**config.mk**
```make
export PLATFORM = sky130hd
export DESIGN_NAME = avg_frame_serializer
export DESIGN_NICKNAME = d
export VERILOG_FILES = /design/src/rtl/avg_ser_pkg.sv /design/src/rtl/avg_ser_fifo.sv /design/src/rtl/avg_frame_serializer.sv
export SDC_FILE = /design/constraint.sdc
export NUM_CORES = 1
export LEC_CHECK = 0
export CAP_MARGIN = 10
export CORE_ASPECT_RATIO = 0.6
export CORE_MARGIN = 10
export CORE_UTILIZATION = 45
export CTS_CLUSTER_DIAMETER = 120
export DETAILED_ROUTE_END_ITERATION = 6
export GPL_ROUTABILITY_DRIVEN = 0
export PLACE_DENSITY = 0.75
export SLEW_MARGIN = 20
export SYNTH_ARGS = -nofsm -noshare
export SYNTH_HDL_FRONTEND = slang
export SYNTH_SLANG_ARGS = --single-unit
```
**constraint.sdc**
```tcl
create_clock -name clk -period 7.8 [get_ports clk]
set_clock_uncertainty 0.05 [all_clocks]
set_input_delay 1.56 -clock clk [delete_from_list [all_inputs] [get_ports clk]]
set_output_delay 1.56 -clock clk [all_outputs]
set_load 0.05 [all_outputs]
```
**src/rtl/avg_ser_pkg.sv**
```systemverilog
// Shared types and constants for the averaged-sample serial framer.
// Frame length depends on AVG_SER_PARITY_EN.
package avg_ser_pkg;

  typedef enum logic [2:0] {
    IDLE,
    START,
    DATA,
    PARITY,
    STOP
  } ser_state_e;

  localparam int unsigned DATA_W = 6;

`ifdef AVG_SER_PARITY_EN
  localparam int unsigned PARITY_BITS = 1;
`else
  localparam int unsigned PARITY_BITS = 0;
`endif

  // start + data + optional parity + stop
  localparam int unsigned FRAME_BITS = DATA_W + PARITY_BITS + 2;

  localparam int unsigned X_LSB = 0;
  localparam int unsigned Y_LSB = 2;
  localparam int unsigned T_LSB = 4;

  function automatic logic even_parity(input logic [DATA_W-1:0] word);
    return (^word[T_LSB +: 2]) ^ (^word[Y_LSB +: 2]) ^ (^word[X_LSB +: 2]);
  endfunction

endpackage

```
**src/rtl/avg_ser_fifo.sv**
```systemverilog
// Small synchronous FIFO buffering averaged words ahead of the serial framer.
// Pointer wrap relies on FIFO_DEPTH being a power of two.
module avg_ser_fifo #(
  parameter int unsigned DATA_W     = 6,
  parameter int unsigned FIFO_DEPTH = 4
) (
  input  logic                          clk,
  input  logic                          rst_n,
  input  logic                          push,
  input  logic [DATA_W-1:0]             push_data,
  input  logic                          pop,
  output logic [DATA_W-1:0]             head,
  output logic [$clog2(FIFO_DEPTH):0]   count,
  output logic                          full,
  output logic                          empty
);

  localparam int unsigned AW = $clog2(FIFO_DEPTH);
  localparam int unsigned CW = AW + 1;

  logic [DATA_W-1:0] mem [FIFO_DEPTH];
  logic [AW-1:0]     wr_ptr;
  logic [AW-1:0]     rd_ptr;
  logic              do_push;
  logic              do_pop;

  assign full    = (count == CW'(FIFO_DEPTH));
  assign empty   = (count == '0);
  assign do_push = push && !full;
  assign do_pop  = pop && !empty;
  assign head    = mem[rd_ptr];

  always_ff @(posedge clk or posedge rst_n) begin
    if (rst_n) begin
      wr_ptr <= '0;
      rd_ptr <= '0;
      count  <= '0;
    end else begin
      if (do_push) wr_ptr <= wr_ptr + AW'(1);
      if (do_pop)  rd_ptr <= rd_ptr + AW'(1);
      case ({do_push, do_pop})
        2'b10:   count <= count + CW'(1);
        2'b01:   count <= count - CW'(1);
        default: ;
      endcase
    end
  end

  // Storage is not reset; emptiness is tracked by the pointers and count alone.
  always_ff @(posedge clk) begin
    if (do_push) mem[wr_ptr] <= push_data;
  end

endmodule

```
**src/rtl/avg_frame_serializer.sv**
```systemverilog
// Buffers averaged {t,y,x} words and shifts them out as async serial frames.
// Parity bit present only when AVG_SER_PARITY_EN is defined.
module avg_frame_serializer
  import avg_ser_pkg::*;
#(
  parameter int unsigned CLKS_PER_BIT = 4,
  parameter int unsigned FIFO_DEPTH   = 4,
  parameter int unsigned DATA_W       = 6
) (
  input  logic                          clk,
  input  logic                          rst_n,
  input  logic [DATA_W-1:0]             in_data,
  input  logic                          in_valid,
  output logic                          in_ready,
  output logic                          tx,
  output logic                          busy,
  output logic                          overflow,
  output logic [$clog2(FIFO_DEPTH):0]   fifo_count
);

  ser_state_e        state;
  logic [7:0]        baud_cnt;
  logic [2:0]        bit_cnt;
  logic [DATA_W-1:0] shift_q;
  logic [DATA_W-1:0] fifo_head;
  logic              fifo_full;
  logic              fifo_empty;
  logic              push;
  logic              pop;
  logic              last_tick;
`ifdef AVG_SER_PARITY_EN
  logic              par_q;
`endif

  assign in_ready  = !fifo_full;
  assign push      = in_valid && in_ready;
  assign last_tick = (baud_cnt == 8'(CLKS_PER_BIT - 1));
  // STOP pops on its final tick so the next START follows with no idle cycle.
  assign pop       = !fifo_empty && ((state == IDLE) || ((state == STOP) && last_tick));

  avg_ser_fifo #(
    .DATA_W    (DATA_W),
    .FIFO_DEPTH(FIFO_DEPTH)
  ) u_fifo (
    .clk      (clk),
    .rst_n    (rst_n),
    .push     (push),
    .push_data(in_data),
    .pop      (pop),
    .head     (fifo_head),
    .count    (fifo_count),
    .full     (fifo_full),
    .empty    (fifo_empty)
  );

  always_ff @(posedge clk or posedge rst_n) begin
    if (rst_n) begin
      state    <= IDLE;
      tx       <= 1'b1;
      busy     <= 1'b0;
      baud_cnt <= '0;
      bit_cnt  <= '0;
      shift_q  <= '0;
`ifdef AVG_SER_PARITY_EN
      par_q    <= 1'b0;
`endif
    end else begin
      // Every transition happens on last_tick, so the wrap doubles as the entry reset.
      if (state != IDLE) baud_cnt <= last_tick ? '0 : baud_cnt + 8'd1;

      case (state)
        IDLE: begin
          if (pop) begin
            shift_q <= fifo_head;
            state   <= START;
            tx      <= 1'b0;
            busy    <= 1'b1;
`ifdef AVG_SER_PARITY_EN
            par_q   <= even_parity(fifo_head);
`endif
          end
        end
        START: begin
          if (last_tick) begin
            state   <= DATA;
            tx      <= shift_q[0];
            bit_cnt <= '0;
          end
        end
        DATA: begin
          if (last_tick) begin
            if (bit_cnt == 3'(DATA_W - 1)) begin
`ifdef AVG_SER_PARITY_EN
              state <= PARITY;
              tx    <= par_q;
`else
              state <= STOP;
              tx    <= 1'b1;
`endif
            end else begin
              bit_cnt <= bit_cnt + 3'd1;
              shift_q <= shift_q >> 1;
              tx      <= shift_q[1];
            end
          end
        end
`ifdef AVG_SER_PARITY_EN
        PARITY: begin
          if (last_tick) begin
            state <= STOP;
            tx    <= 1'b1;
          end
        end
`endif
        STOP: begin
          if (last_tick) begin
            if (pop) begin
              shift_q <= fifo_head;
              state   <= START;
              tx      <= 1'b0;
`ifdef AVG_SER_PARITY_EN
              par_q   <= even_parity(fifo_head);
`endif
            end else begin
              state <= IDLE;
              busy  <= 1'b0;
            end
          end
        end
        default: begin
          state <= IDLE;
          tx    <= 1'b1;
          busy  <= 1'b0;
        end
      endcase
    end
  end

  always_ff @(posedge clk or posedge rst_n) begin
    if (rst_n)                       overflow <= 1'b0;
    else if (in_valid && !in_ready)  overflow <= 1'b1;
  end

endmodule

```
==> flow_summary.yaml, run 1 <==
floorplanning:
  ioPinCount: 16
  core_area_sq_mm: 0.00520
  placement_rows: 20
  die_h_um: 77.7
  die_area_sq_mm: 0.00902
  dieWidth_um: 116
  start_util_pct: 47.9
pwr:
  power_density_mw_per_mm2: 387
  ir_drop_v: 0.000280
  p_leak_nw: 1.11
detailed_routing:
  wl_per_cell_um: 16.1
  routed-wl-met3_um: 228
  wl_met2_um: 1770
  drc: 0
  totalWireLength_um: 4380
  drtIter0Drc: 76
  highest-signal-layer: "met4"
  ant_nets: 0
  first_pass_iters: 4
  via_per_inst: 5.30
  vias: 1441
  wl_met1_um: 2330
critical_path:
  r2r_slack_ns: 4.83
  crit_chain: "nor2_1 > nand2_1 > clkdlybuf4s50_1"
  arrival_ns: 1.81
  crit_path_max_incr_delay_ns: 0.83
  critPathSlowestCell: "clkdlybuf4s50_1"
  cp-end-kind: "primary output"
  crit_path_start: "u_fifo.count[0]"
  crit_path_start_kind: "register"
  path_max_fanout: 6
  rr_startpoint: "baud_cnt[0]"
  reg2reg_to: "u_fifo.count[2]"
  crit_end: "in_ready"
  cp.required_ns: 6.19
  path_class: "register to primary output"
  r2r_cells: 10
placement:
  placed_area_sq_mm: 0.00271
  portBuffers: 15
  dp_hpwl_um: 3210
clocking:
  post_cts_resized: 0
  clk_path_buf_depth: 2
  cts.sinks: 54
  numCtsBuffers: 5
  cts_max_level: 2
  clock-root-buffer: "clkbuf_8"
  cts_tree: "yes"
  clock_latency_ns: 0.30
  path_clk_slew_ns: 0.10
  postCtsSetupRepairBufs: 0
  cts_hold_buf: 0
sta:
  fmax_ghz: 0.293
  fin_crit_ns: 3.42
  rsz0062_at_grt: "false"
  slew_violations: 0
  worst_pin_slew_ns: 0.765
  relSlewSlack_pct: 48.6
  finalCritPeriodShare_pct: 43.8
  report.final.setup_viol: 0
  final_hold_viol_count: 0
  setup_tns_ns: 0
layout:
  drive_gt1_share_pct: 17.5
  diodes: 0
  fin_nets: 223
  final_cell_mix: "dfrtp_1, edfxtp_1, clkdlybuf4s50_1"
  final_common_cell: "dfrtp_1"
  area_growth_pct: 12.3
  fin_area_sq_mm: 0.00280
global_routing:
  grt_pass1_wl_um: 7590
  grt.overflow.total: 0
  antenna_found_initial: 0
  grt_use_total_pct: 10.8
  grt_pass1_vias: 1500
  grt_max_degree: 31
flow_run:
  maxCapViolations: 0
logic_synthesis:
  yosysWarnings: 0
  ys_types: 44
  synth-seq-area-share_pct: 59.0
  synthCells: 187
  ys_ff_latch: 54
  syn_avg_cell_area_sq_um: 13.3
  synth_nets: 205
  synthesis.area_sq_mm: 0.00249
worst_hold_path:
  hold_path_class: "register to register"
status:
  status: "finished clean"
[state kept, by name (all words and copies together) (netlist names)]
| signal | count |
|---|---|
| bit_cnt | 3 |
| u_fifo.rd_ptr | 2 |
| tx | 1 |
| state | 3 |
| u_fifo.count | 3 |
| shift_q | 6 |
| overflow | 1 |
| baud_cnt | 8 |
| u_fifo.mem | 24 |
| u_fifo.wr_ptr | 2 |
| busy | 1 |
[cells by family after synthesis]
group	after synthesis	synth area share, %
AOI/OAI and AO/OA	25	6.32
xor gates and xnor gates	11	3.86
adders and majority gates	9	4.81
buffers and inverters	17	2.86
DFF	54	59.0
muxes	21	12.1
and+or+nand+nor	50	11.0
[power by group]
group / internal (mW) / switching (mW)
clock: 0.0634 / 0.0913
sequential: 0.394 / 0.0852
combinational: 0.212 / 0.239
[how the worst min path moves through the flow]
| stage | startpoint | cells past startpoint | slack, ns | to |
|---|---|---|---|---|
| after global routing | baud_cnt[7] | 1 | 0.48 | baud_cnt[7] |
| after detailed placement | overflow | 1 | 0.43 | overflow |
| after floorplan | baud_cnt[7] | 1 | 0.39 | baud_cnt[7] |
| after CTS | baud_cnt[7] | 1 | 0.45 | baud_cnt[7] |
| final | baud_cnt[7] | 1 | 0.46 | baud_cnt[7] |
| after global placement | baud_cnt[7] | 1 | 0.43 | baud_cnt[7] |
[metal layers]
metal  GRT usage (%)  up-vias
met5               0        -
met3            3.99        5
li1                -      719
met1            15.8      695
met4            4.10        0
met2            13.8       22
[synthesized netlist by cell type]
cell type | count | area (sq um)
a211o_1 | 1 | 8.76
a211oi_1 | 1 | 7.51
a21o_1 | 1 | 7.51
a21oi_1 | 6 | 30.0
a21oi_2 | 2 | 17.5
a221o_1 | 1 | 10.0
a31o_2 | 1 | 8.76
a31oi_1 | 1 | 6.26
and2_1 | 1 | 6.26
and3_1 | 5 | 31.3
and3_2 | 1 | 7.51
buf_6 | 1 | 11.3
clkbuf_1 | 5 | 18.8
dfrtp_1 | 29 | 726
dfstp_2 | 1 | 26.3
edfxtp_1 | 24 | 721
fa_1 | 1 | 20.0
ha_1 | 8 | 100
inv_1 | 11 | 41.3
mux2_2 | 13 | 146
mux2i_1 | 2 | 20.0
mux4_2 | 6 | 135
nand2_1 | 11 | 41.3
nand2b_1 | 2 | 12.5
nand3_1 | 6 | 30.0
nand4_1 | 1 | 6.26
nand4b_1 | 1 | 8.76
nor2_1 | 6 | 22.5
nor2_2 | 1 | 6.26
nor2b_1 | 2 | 12.5
nor3_1 | 5 | 25.0
nor3b_1 | 1 | 7.51
nor4_1 | 1 | 6.26
o21ai_0 | 6 | 30.0
o21ai_1 | 1 | 5.00
o21bai_1 | 1 | 7.51
o22ai_1 | 3 | 18.8
or2_1 | 1 | 6.26
or3_1 | 2 | 12.5
or3_4 | 1 | 11.3
or4_1 | 1 | 7.51
or4b_4 | 1 | 13.8
xnor2_1 | 4 | 35.0
xor2_1 | 7 | 61.3
[area by class of cell]
| type | count | area (sq um) |
|---|---|---|
| Multi-Input combinational cell | 116 | 951 |
| Clock buffer | 5 | 68.8 |
| Tap cell | 66 | 82.6 |
| Fill cell | 433 | 2400 |
| Clock inverter | 3 | 20.0 |
| Timing Repair Buffer | 17 | 165 |
| Inverter | 11 | 41.3 |
| Sequential cell | 54 | 1470 |
[through the flow]
stage	setup WS [ns]	power [mW]	cells	hold slack (ns)	util, %
after CTS	4.37	1.09	272	0.452	53.8
after floorplan	4.98	0.817	187	0.385	-
final	4.38	1.08	272	0.455	53.8
after detailed placement	4.40	0.937	264	0.427	52.1
after global placement	4.48	0.926	264	0.429	52.1
after global routing	4.27	1.17	272	0.477	53.8
[worst max-delay path: cells and delay by family, from the launching register on]
kind	cells	cell delay, ns
DFF	1	0.44
and+or+nand+nor	2	0.23
buffers and inverters	1	0.83
Power figures use the tool's default switching activity.
==> run 2: changes to the inputs <==
- PLACE_DENSITY: 0.75 -> 0.78
- clock period: 7.8 -> 2.8 ns (I/O delays scaled with it)
==> run 2 against run 1 <==
  * Clock power increased to 2.9 times the previous value
  * Sequential share of layout area decreased by 0.99 points
  * Largest cell class unchanged
  * Sequential power increased to 2.8 times the previous value
  * Count of clock-buffer cells in the layout increased by 1
  * Flip-flop and latch count unchanged
  * Die area unchanged
  * Global-route usage increased by 0.36 points
  * Routed wire length increased by 8.9%
  * First-iteration DRC count increased by 37%
  * Critical path depth increased by 7
  * Largest power group is now combinational logic
  * Setup slack got worse by 4.3 ns
==> flow_summary.yaml, run 2 (synthesized netlist as in run 1, its figures left out) <==
status:
  status: "finished clean"
detailed_routing:
  vias: 1518
  ant_nets: 0
  via_per_inst: 5.48
  drc: 0
  drtIter0Drc: 104
  first_pass_iters: 4
  wl_per_cell_um: 17.2
  totalWireLength_um: 4770
sta:
  worst_pin_slew_ns: 0.545
  slew_violations: 0
  fin_crit_ns: 2.70
  final_hold_viol_count: 0
  fin_hold_ws_ns: 0.436
  report.final.setup_viol: 0
  finalCritPeriodShare_pct: 96.4
  relSlewSlack_pct: 63.4
  fmax_ghz: 0.371
  fin_ws_ns: 0.101
critical_path:
  cp-end-kind: "register"
  crit_path_start_kind: "register"
  path_class: "register to register"
  rr_startpoint: "baud_cnt[1]"
  r2r_slack_ns: 0.10
  r2r_cells: 10
  path_max_fanout: 4
  arrival_ns: 2.89
  reg2reg_to: "u_fifo.count[2]"
  cp.required_ns: 2.99
pwr:
  power_mw: 3.12
  power_density_mw_per_mm2: 1090
  ir_drop_v: 0.000658
  p_leak_nw: 1.14
layout:
  diodes: 0
  fin_area_sq_mm: 0.00286
  largest_reg_flops: 24
  multi_input_area_sq_um: 966
  post-route-util_pct: 54.9
  fillers: 426
  drive_gt1_share_pct: 20.4
  register_area_sq_mm: 0.00147
  fin_nets: 228
  top_regs: "u_fifo.mem (24), baud_cnt (8), shift_q (6)"
  final_common_cell: "dfrtp_1"
  area_growth_pct: 14.4
  final_cell_mix: "dfrtp_1, edfxtp_1, clkdlybuf4s50_1"
  regMostFlops: "u_fifo.mem"
global_routing:
  grt.overflow.total: 0
  grt_use_total_pct: 11.1
  grt_max_degree: 31
  grt_pass1_wl_um: 7980
  antenna_found_initial: 0
  grt_pass1_vias: 1553
worst_hold_path:
  hold_start: "baud_cnt[7]"
  hold_path_class: "register to register"
  holdPathStages: 1
  whs_endpoint: "baud_cnt[7]"
placement:
  placed_area_sq_mm: 0.00275
  dpl_worst_slack_ns: 0.0526
  dp_hpwl_um: 3510
  portBuffers: 15
floorplanning:
  placement_rows: 20
  die_h_um: 77.7
  ioPinCount: 16
  start_util_pct: 47.9
  core_area_sq_mm: 0.00520
  die_area_sq_mm: 0.00902
  dieWidth_um: 116
clocking:
  cts_max_level: 2
  cts_hold_buf: 0
  clock_latency_ns: 0.31
  path_clk_slew_ns: 0.10
  clock-root-buffer: "clkbuf_8"
  numCtsBuffers: 5
  cts_tree: "yes"
  cts.sinks: 54
  clk_path_buf_depth: 2
flow_run:
  maxCapViolations: 0
run 2: changes by cell type in the layout (fill, tap and decap cells not counted):
cell,change
buf_4,+5
clkbuf_1,+1
clkinv_1,-1
clkinvlp_4,-1
ha_1,-2
ha_2,+1
ha_4,+1
inv_6,+1
run 2: how the worst max path moves through the flow:
stage                     depth (start not counted)              end   startpoint  slack (ns)
after global placement                           10  u_fifo.count[2]  baud_cnt[0]        0.18
after CTS                                        10  u_fifo.count[2]  baud_cnt[0]        0.03
after global routing                             10  u_fifo.count[2]  baud_cnt[1]       -0.01
after detailed placement                         10  u_fifo.count[2]  baud_cnt[0]        0.05
final                                            10  u_fifo.count[2]  baud_cnt[1]        0.10
after floorplan                                  11  u_fifo.count[2]  baud_cnt[0]        0.10
run 2: worst max-delay path: stages (launching register included):
cell,delay [ns]
dfrtp_1,0.43
ha_4,0.18
or4b_4,0.48
or2_1,0.28
a21oi_2,0.17
ha_2,0.20
inv_1,0.05
fa_1,0.37
xor2_1,0.15
nor2_1,0.11
xor2_1,0.16
run 2: final cells by class:
cell class                      count  share of cell area (%)
Clock buffer                        6                    2.54
Tap cell                           66                    2.89
Clock inverter                      2                   0.613
Timing Repair Buffer               22                    7.10
Inverter                           11                    1.45
Sequential cell                    54                    51.6
Multi-Input combinational cell    116                    33.8
run 2: report_power, final:
group / switching, mW / internal, mW
Sequential: 0.235 / 1.10
Clock: 0.264 / 0.184
Combinational: 0.705 / 0.639
run 2: per-stage QoR:
step / instances / setup TNS (ns)
6_report: 277 / 0
5_1_grt: 277 / -0.0137
4_1_cts: 277 / 0
3_5_place_dp: 269 / 0
3_3_place_gp: 269 / 0
2_1_floorplan: 187 / 0
run 2: layer usage:
| metal | up-vias | track usage [%] | wire length (um) |
|---|---|---|---|
| li1 | 723 | - | - |
| met2 | 37 | 14.1 | 1950 |
| met4 | 0 | 3.36 | 24 |
| met3 | 5 | 3.38 | 281 |
| met1 | 753 | 17.2 | 2510 |
| met5 | - | 0 | 0 |
run 2: what timing repair did:
item	CTS	global route
gates resized for setup	0	3
hold endpoints to repair	0	0
endpoints found under the setup margin	0	1
buffers inserted	0	0
